**config.mk**
```make
export PLATFORM = sky130hd
export DESIGN_NAME = stream_mux_nto1
export DESIGN_NICKNAME = d
export VERILOG_FILES = /design/src/rtl/stream_mux_pkg.sv /design/src/rtl/stream_mux_rr_pick.sv /design/src/rtl/stream_mux_nto1.sv
export SDC_FILE = /design/constraint.sdc
export NUM_CORES = 1
export LEC_CHECK = 0
export CORE_ASPECT_RATIO = 1.25
export CORE_MARGIN = 2
export CORE_UTILIZATION = 35
export DETAILED_ROUTE_END_ITERATION = 8
export PLACE_DENSITY = 0.79
export SLEW_MARGIN = 15
export SYNTH_ARGS = -nofsm -noshare
export SYNTH_HDL_FRONTEND = slang
export SYNTH_SLANG_ARGS = --single-unit
```
**constraint.sdc**
```tcl
create_clock -name clk -period 2.75 [get_ports clk]
set_clock_uncertainty 0.15 [all_clocks]
set_input_delay 0.55 -clock clk [delete_from_list [all_inputs] [get_ports clk]]
set_output_delay 0.55 -clock clk [all_outputs]
set_load 0.02 [all_outputs]
```
**src/rtl/stream_mux_pkg.sv**
```systemverilog
// rtl/stream_mux_pkg.sv - shared state enum, default sizes and select-width helper for stream_mux_nto1
package stream_mux_pkg;

  localparam int DEF_N = 4;
  localparam int DEF_W = 8;

  typedef enum logic {
    IDLE   = 1'b0,
    LOCKED = 1'b1
  } state_t;

  // Select width is clog2(N), but never narrower than one bit
  function automatic int sel_width(input int n);
    return (n <= 2) ? 1 : $clog2(n);
  endfunction

endpackage

```
**src/rtl/stream_mux_rr_pick.sv**
```systemverilog
// rtl/stream_mux_rr_pick.sv - combinational round-robin candidate finder, searches from ptr+1 modulo N
module stream_mux_rr_pick
  import stream_mux_pkg::*;
#(
  parameter int N  = DEF_N,
  parameter int SW = sel_width(N)
) (
  input  logic [N-1:0]  valid,
  input  logic [SW-1:0] ptr,
  output logic [SW-1:0] idx,
  output logic          found
);

  // Walk distances 1..N from the pointer; the first valid channel wins
  always_comb begin
    idx   = '0;
    found = 1'b0;
    for (int k = 1; k <= N; k++) begin
      for (int c = 0; c < N; c++) begin
        if (!found && valid[c] && (((int'(ptr) + k) % N) == c)) begin
          idx   = SW'(c);
          found = 1'b1;
        end
      end
    end
  end

endmodule

```
**src/rtl/stream_mux_nto1.sv**
```systemverilog
// rtl/stream_mux_nto1.sv - N-to-1 packet-locking stream mux with a one-slot output register; STREAM_MUX_RR_EN selects round-robin arbitration
module stream_mux_nto1
  import stream_mux_pkg::*;
#(
  parameter int N = DEF_N,
  parameter int W = DEF_W,
  localparam int SW = sel_width(N)
) (
  input  logic           clk,
  input  logic           rst,
  input  logic [SW-1:0]  sel,
  input  logic [N*W-1:0] in_data,
  input  logic [N-1:0]   in_valid,
  input  logic [N-1:0]   in_last,
  output logic [N-1:0]   in_ready,
  output logic [W-1:0]   out_data,
  output logic           out_valid,
  output logic           out_last,
  input  logic           out_ready
);

  state_t        state;
  logic [SW-1:0] chan;
  logic          slot_free;
  logic [SW-1:0] cand_idx;
  logic          cand_ok;
  logic [SW-1:0] cur_idx;
  logic [W-1:0]  mux_data;
  logic          mux_last;
  logic          xfer;

  assign slot_free = !out_valid || out_ready;

`ifdef STREAM_MUX_RR_EN
  logic [SW-1:0] ptr;

  stream_mux_rr_pick #(
    .N  (N),
    .SW (SW)
  ) u_pick (
    .valid (in_valid),
    .ptr   (ptr),
    .idx   (cand_idx),
    .found (cand_ok)
  );
`else
  assign cand_idx = sel;
  assign cand_ok  = ({1'b0, sel} < (SW+1)'(N));
`endif

  // Locked channel wins; otherwise the IDLE candidate is the source
  assign cur_idx = (state == LOCKED) ? chan : cand_idx;

  // Steer the active channel's beat to the slot and grant only that channel
  always_comb begin
    in_ready = '0;
    mux_data = '0;
    mux_last = 1'b0;
    for (int c = 0; c < N; c++) begin
      if (cur_idx == SW'(c)) begin
        mux_data = in_data[c*W +: W];
        mux_last = in_last[c];
        if (!rst && slot_free) begin
          if (state == LOCKED) begin
            in_ready[c] = 1'b1;
          end else if (cand_ok) begin
            in_ready[c] = in_valid[c];
          end
        end
      end
    end
  end

  assign xfer = |(in_ready & in_valid);

  // Packet lock FSM and output slot, loaded on every accepted beat
  always_ff @(posedge clk or posedge rst) begin
    if (rst) begin
      state     <= IDLE;
      chan      <= '0;
      out_valid <= 1'b0;
      out_data  <= '0;
      out_last  <= 1'b0;
`ifdef STREAM_MUX_RR_EN
      ptr       <= SW'(N - 1);
`endif
    end else begin
      if (xfer) begin
        out_valid <= 1'b1;
        out_data  <= mux_data;
        out_last  <= mux_last;
        if (state == IDLE) begin
          if (!mux_last) begin
            state <= LOCKED;
            chan  <= cand_idx;
          end
`ifdef STREAM_MUX_RR_EN
          ptr <= cand_idx;
`endif
        end else if (mux_last) begin
          state <= IDLE;
        end
      end else if (out_ready) begin
        out_valid <= 1'b0;
      end
    end
  end

endmodule

```
* Word-level counts from Yosys, hierarchy flattened
Index checks and enable logic that the tools add are counted.
Word-level totals: register bits after elaboration 13, bits in latches 0, RAM bits 0, ROM bits 0, bits of input ports 45, output and inout port bits 14, memories kept 0
Operators by class: add/subtract/negate cells 0, $mul 0, divide/modulo/power cells 0, $lt $le $gt $ge 0, equality and inequality tests 3, shift-type cells 0, muxes and demuxes 24, bitwise operators 3, reduce and logical (&&, ||, !) cells 8
Operators with widths (count):
- 8-bit 2-to-1 mux | 4
- 1-bit 2-to-1 mux | 19
- 4-bit AND | 1
- 2-bit equality test, second input constant | 2
- 4-bit OR reduction | 1
- 3-bit AND reduction | 1
- 2-bit by 1-bit equality test with 1-bit output, second input constant | 1
- 1-bit logical NOT | 2
- 2-bit logical NOT | 1
- 2-bit 2-to-1 mux | 1
- 1-bit NOT | 2
- 2-bit nonzero test | 1
- 1-bit logical AND | 1
- 1-bit logical OR | 1

* Logic depth before layout (Yosys ltp)
Gate-level depths: netlist of the first run.
word-level depth 8, depth in mapped cells 8

* Worst setup path after synthesis of the first run
OpenSTA, ideal clock, no wires.
path type input to output, from input port out_ready, to output port in_ready[3], data arrival time 1.635 ns, data required time 2.050 ns, path slack 0.415 ns, stages on the path 3, path buffers 0, cells stage by stage nand2b_1 > or3b_4 > nor3_1
Between the ends: longest elaborated chain between the ends 4
Ends and longest elaborated chain:
- start: declaration | line stream_mux_nto1.sv:19 | input logic out_ready
- 1-bit logical OR | line stream_mux_nto1.sv:32 | assign slot_free = !out_valid || out_ready;
- 1-bit logical AND | line stream_mux_nto1.sv:63 | if (!rst && slot_free) begin
- 1-bit 2-to-1 mux | line stream_mux_nto1.sv:63
- 1-bit 2-to-1 mux | line stream_mux_nto1.sv:60 | if (cur_idx == SW'(c)) begin
- end: declaration | line stream_mux_nto1.sv:15 | output logic [N-1:0] in_ready,
No other way between the ends.

* Final worst setup path of the first run
Ends and elaborated chain as after synthesis.

==> summary by stage, run 1 <==
Synth
The number of nets produced by synthesis is 107. The sequential fraction of the synthesis area is 0.368. Yosys printed 0 warnings.

The mean instance size in the synthesized netlist is 14.3 um2. Summing every instance area after synthesis gives 885 um2. Counting flops and latches in the post-synthesis netlist gives 13. After synthesis, the netlist uses 22 different library cells.

Counting every instance in the synthesized netlist gives 62.

Min path
Counting instances, the worst hold path has a depth of 1. The hold path startpoint is out_data[4]$_DFFE_PP0P_. The worst hold path belongs to the class reg2reg.

The endpoint with the worst hold slack is out_data[4]$_DFFE_PP0P_.

Clock tree
TritonCTS built the clock tree. Clock latency on the worst-skew pair, taken at its later pin, is 0.28 ns. The number of clock sinks seen by CTS is 13.

CTS built an H-tree with a depth of 1. The post-CTS clock slew at the launch and capture registers of the worst setup and hold paths is 0.07 ns. In this run the deepest clock path goes through 2 buffers. The post-CTS setup-driven buffer insertion count is 0.

CTS placed an instance of sky130_fd_sc_hd__clkbuf_4 at the clock tree root. Counting the buffers created by CTS gives 3.

Critical path
The worst setup path is of the in2out kind. In this run the register-to-register setup slack is 0.45 ns. The number of cells on the worst reg-to-reg path is 7. The kind of launch point of the worst setup path is an input port. At the worst endpoint, the required time is 2.05 ns.

The highest net fanout along the worst path is 3. The slowest stage of the critical path is the sky130_fd_sc_hd__clkdlybuf4s50_1 cell. In this design, the stage delay of the slowest critical-path cell is 0.45 ns. The signal on the critical path passes through clkdlybuf4s50_1, nand2b_2, or3b_4, nor3_1, buf_2. In this run the critical register-to-register path is launched from state$_DFFE_PP0P_.

The capturing point of the worst reg2reg path is out_data[6]$_DFFE_PP0P_. The data arrival time of the worst path is 1.93 ns. The kind of end point of the critical path is an output pin.

Global route
The via count of the first global-routing pass is 859. In the global route stage, overall resource usage came out at 0.188. The met2 track demand over resource in global routing is 0.331.

For this run, global-route usage on met3 was measured as 0.0650. The met1 routing resource usage after global routing is 0.212. The initial antenna violation count is 0. After global routing the overflow that remains totals 0.

After global routing, the most crowded layer is met2. Entering global routing, the biggest net connects 14 pins. The global-route wire length before repair is 4070 um.

Finish
The library cell used most frequently in the layout, excluding fill and tap cells, is sky130_fd_sc_hd__clkdlybuf4s50_1. The layout filler cell count is 202. Leaving out fill and tap cells, the most frequent cells in the layout are sky130_fd_sc_hd__clkdlybuf4s50_1 (54), sky130_fd_sc_hd__buf_4 (14), sky130_fd_sc_hd__dfrtp_1 (13), sky130_fd_sc_hd__mux4_2 (10), sky130_fd_sc_hd__mux2_1 (6). The synthesis-to-finish area growth is 81.0%. The final design utilization is 0.660. The final antenna diode count is 0. For this run, the post-layout net count is 180. The number of standard cells in the layout, taps in and fillers out is 167.

The share of final-layout standard cells stronger than drive strength 1 is 0.306.

Floorplanning
The floorplan step set the die width to 49.0 um. The initial core utilization is 0.364. The die covers 2950 um2. The floorplan step defined a core boundary enclosing 2430 um2.

The overall die height is 60.2 um. The top-level port count is 59. The floorplan has 20 rows.

Timing
Setup repair after global routing left no endpoint under its margin. Dividing the final minimum period by the clock period gives 0.956. Setup slack closes at 0.120 ns. The relative slew slack is 0.822. On the final layout, the worst hold slack is 0.336 ns. The total count of max-transition violations in the final report came to 0. The number of hold violations in the final report was 0. After layout, the minimum clock period comes to 2.63 ns. Setup violations remaining at the end of the flow were counted as 0. The fmax is 380 MHz. At the pin with the least slew margin, the transition time is 0.260 ns.

Route
The detailed router placed 819 vias in this run. The routed wire length per instance is 15.4 um. In this run the remaining antenna-violating nets after routing total 0. After detailed routing, the total wire length is 2570 um. The first-pass detailed-route iteration total is 3. The DRC violation total after the first TritonRoute iteration is 7. After detailed routing, the number of vias per cell comes to 4.90.

The number of design rule violations left after detail routing is 0.

Placement
The port buffer count is 58. The worst slack at placement is -0.372 ns. The sum of net half-perimeters after detailed placement is 2180 um. The cell count after placement is 163.

The weighted congestion at the end of routability-driven global placement is 0.750.

Power and ir drop
The analysis attributes to cell leakage a power of 0.661 nW. The total power is 1.46 mW. Across the VDD grid, the largest voltage drop is 0.457 mV. The power density over the cells is 913 nW/um2.

Job
Across the run, the number of max-cap violations was 0.

Outcome
The flow ran to the end, and the final reports show no timing, DRC or antenna violations.
==> layout make-up <==
type                            count  area [um2]  share of cell area
Timing Repair Buffer               72         673               0.420
Inverter                            3        11.3             0.00703
Tap cell                           33        41.3              0.0258
Multi-Input combinational cell     42         524               0.327
Sequential cell                    13         325               0.203
Clock buffer                        4        26.3              0.0164
==> Yosys cell counts <==
library cell,count,area [um2]
sky130_fd_sc_hd__buf_4,2,15.0
sky130_fd_sc_hd__buf_6,1,11.3
sky130_fd_sc_hd__clkbuf_1,1,3.75
sky130_fd_sc_hd__dfrtp_1,13,325
sky130_fd_sc_hd__inv_1,2,7.51
sky130_fd_sc_hd__inv_2,1,3.75
sky130_fd_sc_hd__mux2_1,6,67.6
sky130_fd_sc_hd__mux2_2,2,22.5
sky130_fd_sc_hd__mux2_4,2,30.0
sky130_fd_sc_hd__mux2i_1,3,30.0
sky130_fd_sc_hd__mux2i_4,1,22.5
sky130_fd_sc_hd__mux4_2,10,225
sky130_fd_sc_hd__nand2_1,2,7.51
sky130_fd_sc_hd__nand2_2,1,6.26
sky130_fd_sc_hd__nand2b_1,1,6.26
sky130_fd_sc_hd__nand3_4,1,17.5
sky130_fd_sc_hd__nor2_1,5,18.8
sky130_fd_sc_hd__nor3_1,2,10.0
sky130_fd_sc_hd__o21a_1,1,7.51
sky130_fd_sc_hd__o21ai_1,3,15.0
sky130_fd_sc_hd__o22ai_4,1,20.0
sky130_fd_sc_hd__or3b_4,1,11.3
==> critical path, delay by kind of cell <==
kind / cells / cell delay (ns)
simple gates: 3 / 0.74
buf+inv: 2 / 0.64
==> registers in the layout, summed over array words and instances, names as in the netlist <==
name,flops
out_data,8
chan,2
out_valid,1
out_last,1
state,1
==> metal layers <==
| layer | vias up | wire [um] | part of all wire |
|---|---|---|---|
| met3 | 4 | 229 | 0.089 |
| met5 | - | 0 | 0 |
| met4 | 0 | 23 | 0.0090 |
| met1 | 390 | 1030 | 0.40 |
| met2 | 44 | 1290 | 0.50 |
| li1 | 381 | - | - |
==> cells by family (layout without fill, tap and decap cells) <==
logic type | Yosys count | count (layout) | synth area share
compound gates | 5 | 5 | 0.0481
buf+inv | 7 | 79 | 0.0467
flops | 13 | 13 | 0.368
mux | 24 | 24 | 0.450
simple gates | 13 | 13 | 0.0877
==> where the power goes <==
part | leakage [nW] | total, mW | switching [mW] | internal [mW]
Clock | 0.0150 | 0.115 | 0.0590 | 0.0563
Combinational | 0.492 | 1.00 | 0.427 | 0.576
Sequential | 0.154 | 0.344 | 0.0539 | 0.290
Total | 0.661 | 1.46 | 0.540 | 0.922
==> per-stage QoR <==
step | setup TNS (ns) | instance area (um2)
2_1_floorplan | 0 | 885
3_3_place_gp | -0.887 | 1590
3_5_place_dp | -1.18 | 1590
4_1_cts | 0 | 1610
5_1_grt | 0 | 1600
6_report | 0 | 1600
==> how the worst max path moves through the flow <==
stage	from	slack, ns	end
final	out_ready	0.12	in_ready[3]
after floorplan	out_ready	0.42	in_ready[3]
after global routing	out_ready	0.05	in_ready[3]
after global placement	out_ready	-0.36	in_ready[3]
after CTS	out_ready	0.01	in_ready[3]
after detailed placement	out_ready	-0.37	in_ready[3]
==> repair_timing <==
action	4_1_cts	5_1_grt
pin swaps	0	0
endpoints found under the setup margin	4	2
cloned	0	0
hold buffers	0	0
resized for setup	9	2
No activity file was read; power rests on OpenSTA's default activity.
==> run 2, diff against run 1 <==
Settings changed: PLACE_DENSITY 0.79 to not set, PLACE_DENSITY_LB_ADDON set to 0.15.
==> run 2 against run 1 <==
Die area stayed put. Worst hold slack better by 0.0046 ns. Routed wire length is 13% lower. Fmax is 1.8% lower. Cell count stayed put.
==> summary by stage, run 2 (synthesis gave the netlist of run 1 again) <==
Outcome
The run finished with clean final reports.

Global route
Entering global routing, the biggest net connects 14 pins. The via count of the first global-routing pass was 911. The total congestion overflow after global routing is 0. The global-route wire length before repair is 3750 um. Across every metal layer, demand over resource in global routing totals 0.173. The initial antenna violation count is 0.

Power and ir drop
For this design the ratio of total power to cell area is 915 nW/um2. The cell leakage power is 0.663 nW. VDD sags by at most 0.521 mV.

Critical path
The longest individual stage delay on the worst path is 0.50 ns. Data on the critical path is required at its endpoint by 2.05 ns. STA classifies the critical path endpoint as an output pin. The data arrival time of the worst path is 1.98 ns. The signal on the critical path passes through clkdlybuf4s50_1, mux2i_2, or3b_4, nor2_1, dlygate4sd2_1. The highest net fanout along the worst path is 3.

The slowest stage of the critical path belongs to the cell sky130_fd_sc_hd__clkdlybuf4s50_1. The type of the worst setup path is in2out. The kind of launch point of the worst setup path is an input port.

Clock tree
The number of setup buffers added after CTS is 0. Clock tree synthesis inserted a total of 3 buffers. The clock tree from TritonCTS is built. The library cell used as clock root buffer is sky130_fd_sc_hd__clkbuf_4. Post-CTS repair changed the size of 7 cells. In this run, post-CTS hold repair placed 0 buffers. The number of buffers between clock root and the deepest sink is 2. The post-CTS clock slew at the launch and capture registers of the worst setup and hold paths is 0.08 ns. The number of clock sinks seen by CTS is 13. At the later pin of the worst-skew pair, clock insertion delay measures 0.28 ns.

The maximum level of the CTS H-tree is 1.

Placement
The cell count after placement is 163. The sum of net half-perimeters after detailed placement is 1910 um. The port buffer count is 58.

The weighted congestion at the end of routability-driven global placement is 0.765. Once placement finished, the instance area stood at 1600 um2.

Timing
The total count of max-transition violations in the final report is 0. Static timing analysis puts the maximum clock frequency at 373 MHz. The final hold slack is 0.341 ns. The number of hold violations in the final report is 0. Setup violations remaining at the end of the flow were counted as 0. For the final routed database, the setup TNS stands at 0 ns.

The relative slew slack is 0.804. At the pin with the least slew margin, the transition time is 0.288 ns. The time the worst path needs with I/O delays and setup is 2.68 ns. Setup repair after global routing left no endpoint under its margin. Of the available clock period, the critical path in the final layout requires 0.974.

Finish
The largest registers in the layout are out_data x8, chan x2. Summing all non-filler instances in the final layout gives an area of 1610 um2. The final layout net count is 180.

Compared with the post-synthesis result, the final layout area differs by 82.2%. The register with the most flip-flops in the layout has 8 of them. Across the whole layout, storage elements account for 325 um2. In the layout the commonest cells are sky130_fd_sc_hd__clkdlybuf4s50_1 (54), sky130_fd_sc_hd__dfrtp_1 (13), sky130_fd_sc_hd__buf_4 (13), sky130_fd_sc_hd__mux4_2 (10), sky130_fd_sc_hd__mux2_1 (6).

out_data holds more flip-flops than any other register. Once layout is complete, the utilization of the core stands at 0.664. The area occupied by multi-input gates is 522 um2. The repair_antennas step left the layout with diodes totalling 0. After filler insertion, the fill cell instance count of the layout stands at 211. In the final layout, the share of cells above drive strength 1 is 0.299. The number of standard cells in the layout, taps in and fillers out is 167.

The library cell used most frequently in the layout, excluding fill and tap cells, is sky130_fd_sc_hd__clkdlybuf4s50_1.

Min path
The min-delay analysis places its worst path in the category reg2reg.

Route
After detailed routing, the total wire length is 2250 um. After detailed routing, the average wire length per cell comes to 13.5 um. The final route contains 828 vias. In the routed design, unresolved DRC markers number 0. After the first detailed-routing iteration, the DRC count stood at 16. Using the TritonRoute via totals, the vias-per-cell ratio works out to 4.96. Once detail routing completed, the nets flagged for antenna violations numbered 0. The first-pass detailed-route iteration total is 4.

Job
The tool flagged a number of max-cap violations equal to 0.

Floorplanning
The number of placement rows is 20. The initial core utilization is 0.364. During I/O placement, the number of pins put on the boundary was 59. The area of the core region is 2430 um2. The width of the die is 49.0 um. The overall die height is 60.2 um. The die covers 2950 um2.
-- run 2: cell counts in the layout (fill, tap and decap cells not counted) --
Identical to the previous run, type by type.
-- run 2: metrics by stage --
stage          power [mW]  setup WS, ns
6_report             1.47        0.0715
5_1_grt              1.57        0.0157
4_1_cts              1.50        0.0244
3_5_place_dp         1.39        -0.303
3_3_place_gp         1.37        -0.285
2_1_floorplan       0.959         0.415
-- run 2: path summary, 6_finish.rpt --
kind                                               from                       to  slack, ns  cells past startpoint
max in group asynchronous                           rst      chan[1]$_DFFE_PP0P_       1.75                      3
worst min register to register  out_data[2]$_DFFE_PP0P_  out_data[2]$_DFFE_PP0P_       0.34                      1
worst max-delay path                             sel[0]              in_ready[1]       0.07                      5
worst min-delay path            out_data[2]$_DFFE_PP0P_  out_data[2]$_DFFE_PP0P_       0.34                      1
worst max register to register        state$_DFFE_PP0P_  out_data[1]$_DFFE_PP0P_       0.60                      6
min in group asynchronous                           rst  out_data[4]$_DFFE_PP0P_       0.54                      3
-- run 2: routing by layer --
metal | routed length (um) | up-vias | GRT usage
met5 | 0 | - | 0
met2 | 1230 | 34 | 0.319
li1 | - | 381 | -
met3 | 142 | 5 | 0.0425
met4 | 44 | 0 | 0.0857
met1 | 825 | 408 | 0.185
-- run 2: power breakdown --
part	leakage, nW	internal [mW]	switching [mW]
sequential	0.154	0.290	0.0558
combinational	0.494	0.587	0.419
clock	0.0150	0.0564	0.0654
-- run 2: cell type report --
type | count | area share
timing repair buffer | 72 | 0.425
multi-input combinational | 42 | 0.324
sequential | 13 | 0.202
tap | 33 | 0.0256
clock buffer | 4 | 0.0163
inverter | 3 | 0.00699
-- run 2: worst max-delay path: cells and delay by family --
kind / cells / cell delay (ns)
buffers and inverters: 2 / 0.84
and+or+nand+nor: 2 / 0.49
muxes: 1 / 0.10
==> run 3, diff against run 2 <==
Settings changed: CTS_CLUSTER_SIZE set to 14.
==> results of run 3 <==
No change in the layout: final DEF, timing and power equal those of run 2.
==> variant 1, RTL diff (flow settings as in run 3) <==
The package constant `DEF_W` goes from 8 to 7.
--- a/src/rtl/stream_mux_pkg.sv
+++ b/src/rtl/stream_mux_pkg.sv
@@ -4,3 +4,3 @@
   localparam int DEF_N = 4;
-  localparam int DEF_W = 8;
+  localparam int DEF_W = 7;
 
Interface: changed (resized in_data and out_data); port bits go from 59 to 54. The function was not compared with the original's and may differ.
==> variant 1 against run 3 <==
First-iteration DRC count is 56% lower; cell area down 8.3%; sequential cell count is 1 lower; total power decreased by 12%; wire length rose by 0.67%; area after synthesis down 3.3%; setup slack better by 0.046 ns; non-clock buffer count shrank 10; critical path type unchanged; critical endpoint is now in_ready[3]; largest cell class unchanged; largest power group unchanged; highest routed layer unchanged.
==> variant 1: results (changes against run 3) <==
INFO  metric run_status = finished clean (unchanged)
INFO  metric drt_iter0_drc = 7 (was 16)
INFO  metric final_instance_count_excl_fillers = 182 (was 167)
INFO  metric layout_net_count = 191 (was 180)
INFO  metric use_met2 = 31.4% (was 31.9%)
INFO  metric post-dp-hpwl = 1920 µm (was 1910 µm)
INFO  metric yosys-top-cells-area = sky130_fd_sc_hd__dfrtp_1, sky130_fd_sc_hd__mux2i_1, sky130_fd_sc_hd__mux2_2 (was sky130_fd_sc_hd__dfrtp_1, sky130_fd_sc_hd__mux4_2, sky130_fd_sc_hd__mux2_1)
INFO  metric r2r_slack = 0.23 ns (was 0.60 ns)
INFO  metric netlist-cell-type-count = 21 (was 22)
INFO  metric complex_gate_fraction_of_the_synthesized_area = 10.2% (was 4.81%)
INFO  metric groute.layer.met3.usage = 5.49% (was 4.25%)
INFO  metric max_stage_delay_on_crit_path = 0.44 ns (was 0.50 ns)
INFO  metric largest_net_degree_at_the_start_of_global_routing = 18 (was 14)
INFO  metric cells_on_worst_hold_path = 2 (was 1)
INFO  metric final_min_period_over_clock_period = 95.7% (was 97.4%)
INFO  metric critical_path_arrival = 1.93 ns (was 1.98 ns)
INFO  metric power.switching_fraction = 40.1% (was 36.7%)
INFO  metric mappedNetlistNets = 130 (was 107)
INFO  metric vdd_drop_max = 738 µV (was 521 µV)
INFO  metric met2_length = 1200 µm (was 1230 µm)
INFO  metric nFillCells = 210 (was 211)
INFO  metric slew_headroom = 78.0% (was 80.4%)
INFO  metric wire_length_of_the_first_global_routing_pass = 3460 µm (was 3750 µm)
INFO  metric leakage = 0.000665 µW (was 0.000663 µW)
INFO  metric worst_setup_path_endpoint = in_ready[3] (was in_ready[1])
INFO  metric avgViaCountPerCell = 4.75 (was 4.96)
INFO  metric synthesis.area_per_instance = 9.62 µm² (was 14.3 µm²)
INFO  metric muxShareOfSynthArea = 31.6% (was 45.0%)
INFO  metric sequential_fraction_of_the_synthesis_area = 35.1% (was 36.8%)
INFO  metric met1_length = 878 µm (was 825 µm)
INFO  metric track_usage = 16.9% (was 17.3%)
INFO  metric finish.utilization = 62.2% (was 66.4%)
INFO  metric hold_ws = 0.332 ns (was 0.341 ns)
INFO  metric place_worst_setup_slack = -0.189 ns (was -0.303 ns)
INFO  metric dpl_cell_area = 1440 µm² (was 1600 µm²)
INFO  metric via_count_of_the_first_global_routing_pass = 860 (was 911)
==> variant 1: worst min-delay path, stage by stage (launching register included) <==
cell and delay [ns]:
sky130_fd_sc_hd__dfrtp_1 0.34, sky130_fd_sc_hd__nand2_1 0.04, sky130_fd_sc_hd__o21ai_0 0.06
==> variant 1: repair_timing <==
item	CTS	global route
buffers inserted	0	0
endpoints found under the setup margin	4	0
gates resized for setup	5	0
hold buffers	0	0
==> variant 1: layout make-up <==
| class | count | area share (%) |
|---|---|---|
| timing repair buffer | 62 | 40.1 |
| clock buffer | 4 | 2.46 |
| inverter | 2 | 0.508 |
| sequential | 12 | 20.3 |
| tap | 33 | 2.79 |
| multi-input combinational | 69 | 33.8 |
==> variant 1: power groups by stage <==
stage | sequential [µW] | clock [µW] | combinational [µW]
final | 322 | 136 | 845
after global routing | 336 | 154 | 928
after CTS | 324 | 142 | 864
after detailed placement | 325 | 0 | 870
after global placement | 320 | 0 | 855
after floorplan | 387 | 0 | 504
==> variant 2, RTL diff (config.mk and constraints of run 3) <==
Made on the original files. Make the reset (`rst`) synchronous in one clocked block.
--- a/src/rtl/stream_mux_nto1.sv
+++ b/src/rtl/stream_mux_nto1.sv
@@ -76,3 +76,3 @@
   // Packet lock FSM and output slot, loaded on every accepted beat
-  always_ff @(posedge clk or posedge rst) begin
+  always_ff @(posedge clk) begin
     if (rst) begin
Check against the original RTL: differs if rst is asserted again (counterexample within 4 cycles, from zero or initial values and one cycle with rst high); with rst held inactive, the same outputs for 10 cycles.
==> variant 2 against run 3 <==
Count of clock-buffer cells in the layout shrank 1; die area shrank 3.5%; cell area shrank 3.0%; setup slack gained 0.0031 ns; wire length grew 6.1%; area after synthesis shrank 3.8%; sequential cell count is the same.
Power is not compared: it rests on default switching activity, and its combinational part moved more than twofold at a synthesized area within 25%.
==> variant 2: results (changes against run 3) <==
INFO  metric run_status = finished clean (unchanged)
INFO  metric netlist-cell-type-count = 21 (was 22)
INFO  metric asyncSetResetFlopFracSynth = 0% (was 100%)
INFO  metric r2r_slack = 0.47 ns (was 0.60 ns)
INFO  metric layout_net_count = 192 (was 180)
INFO  metric first_pass_iters = 3 (was 4)
INFO  metric finalWeightedCongestion = 0.781 (was 0.765)
INFO  metric cell_count_after_synthesis = 74 (was 62)
INFO  metric dr_wl_met3 = 179 µm (was 142 µm)
INFO  metric place_inst = 173 (was 163)
INFO  metric avgViaCountPerCell = 4.88 (was 4.96)
INFO  metric drt_iter0_drc = 5 (was 16)
INFO  metric yosys-top-cells-area = sky130_fd_sc_hd__dfxtp_1, sky130_fd_sc_hd__mux4_2, sky130_fd_sc_hd__mux2i_1 (was sky130_fd_sc_hd__dfrtp_1, sky130_fd_sc_hd__mux4_2, sky130_fd_sc_hd__mux2_1)
INFO  metric via_count_of_the_first_global_routing_pass = 1002 (was 911)
INFO  metric worst_r2r_path_depth = 8 (was 6)
INFO  metric sequential_fraction_of_the_synthesis_area = 30.6% (was 36.8%)
INFO  metric timing_worst_slew_pin_value = 0.292 ns (was 0.288 ns)
INFO  metric post-dp-hpwl = 2050 µm (was 1910 µm)
INFO  metric reg2reg_to = out_data[6] (was out_data[1])
INFO  metric holdCritStartpoint = out_last (was out_data[2])
INFO  metric muxShareOfSynthArea = 42.1% (was 45.0%)
INFO  metric groute.layer.met3.usage = 4.88% (was 4.25%)
INFO  metric worst_hold_path.endpoint = out_last (was out_data[2])
INFO  metric largest_net_degree_at_the_start_of_global_routing = 10 (was 14)
INFO  metric drt-wirelength-per-cell = 13.3 µm (was 13.5 µm)
INFO  metric r2r_start = state (unchanged)
INFO  metric wire_length_of_the_first_global_routing_pass = 3900 µm (was 3750 µm)
[variant 2: power breakdown]
group	leakage, µW	internal, µW	switching [µW]	total (µW)
Sequential	0.000106	208	12.3	220
Clock	0.0000177	54.0	69.4	123
Combinational	0.000492	183	114	296
Total	0.000616	444	195	640
[variant 2: worst max-delay path, delay by kind of cell]
family	cells	cell delay (ns)
muxes	1	0.09
and+or+nand+nor	2	0.46
buffers and inverters	2	0.87
[variant 2: kinds of logic (layout without fill, tap and decap cells)]
logic type,count (synthesis),in the layout
DFF,13,13
muxes,22,22
AOI/OAI and AO/OA,9,9
and+or+nand+nor,24,24
buffers and inverters,6,78
[variant 2: cell type report]
| type | count | area [µm²] |
|---|---|---|
| fillers | 207 | 815 |
| repair buffers | 73 | 677 |
| multi-input cells | 55 | 553 |
| flip-flops and latches | 13 | 260 |
| well taps | 33 | 41.3 |
| clock buffers | 3 | 22.5 |
| clock inverters | 1 | 5.00 |
| inverters | 1 | 3.75 |
[variant 2: stage by stage]
step	instance area (µm²)	hold WS (ns)	setup WS, ns
after floorplan	851	0.398	0.423
after global placement	1520	0.313	-0.363
after detailed placement	1520	0.314	-0.419
after CTS	1560	0.329	0.00249
after global routing	1560	0.356	0.0172
final	1560	0.323	0.0746
[variant 2: repair_timing]
action                                  CTS  global route
gates resized for setup                  13             3
endpoints found under the setup margin    4             3
setup buffers                             2             0
[variant 2: worst max-delay path by stage]
stage,from,end,slack [ns],depth (start not counted)
CTS,sel[1],in_ready[3],0.002,5
floorplan,sel[1],in_ready[1],0.42,3
global placement,sel[1],in_ready[1],-0.36,5
finish,sel[1],in_ready[2],0.07,5
detailed placement,sel[1],in_ready[1],-0.42,5
global route,sel[1],in_ready[2],0.02,5
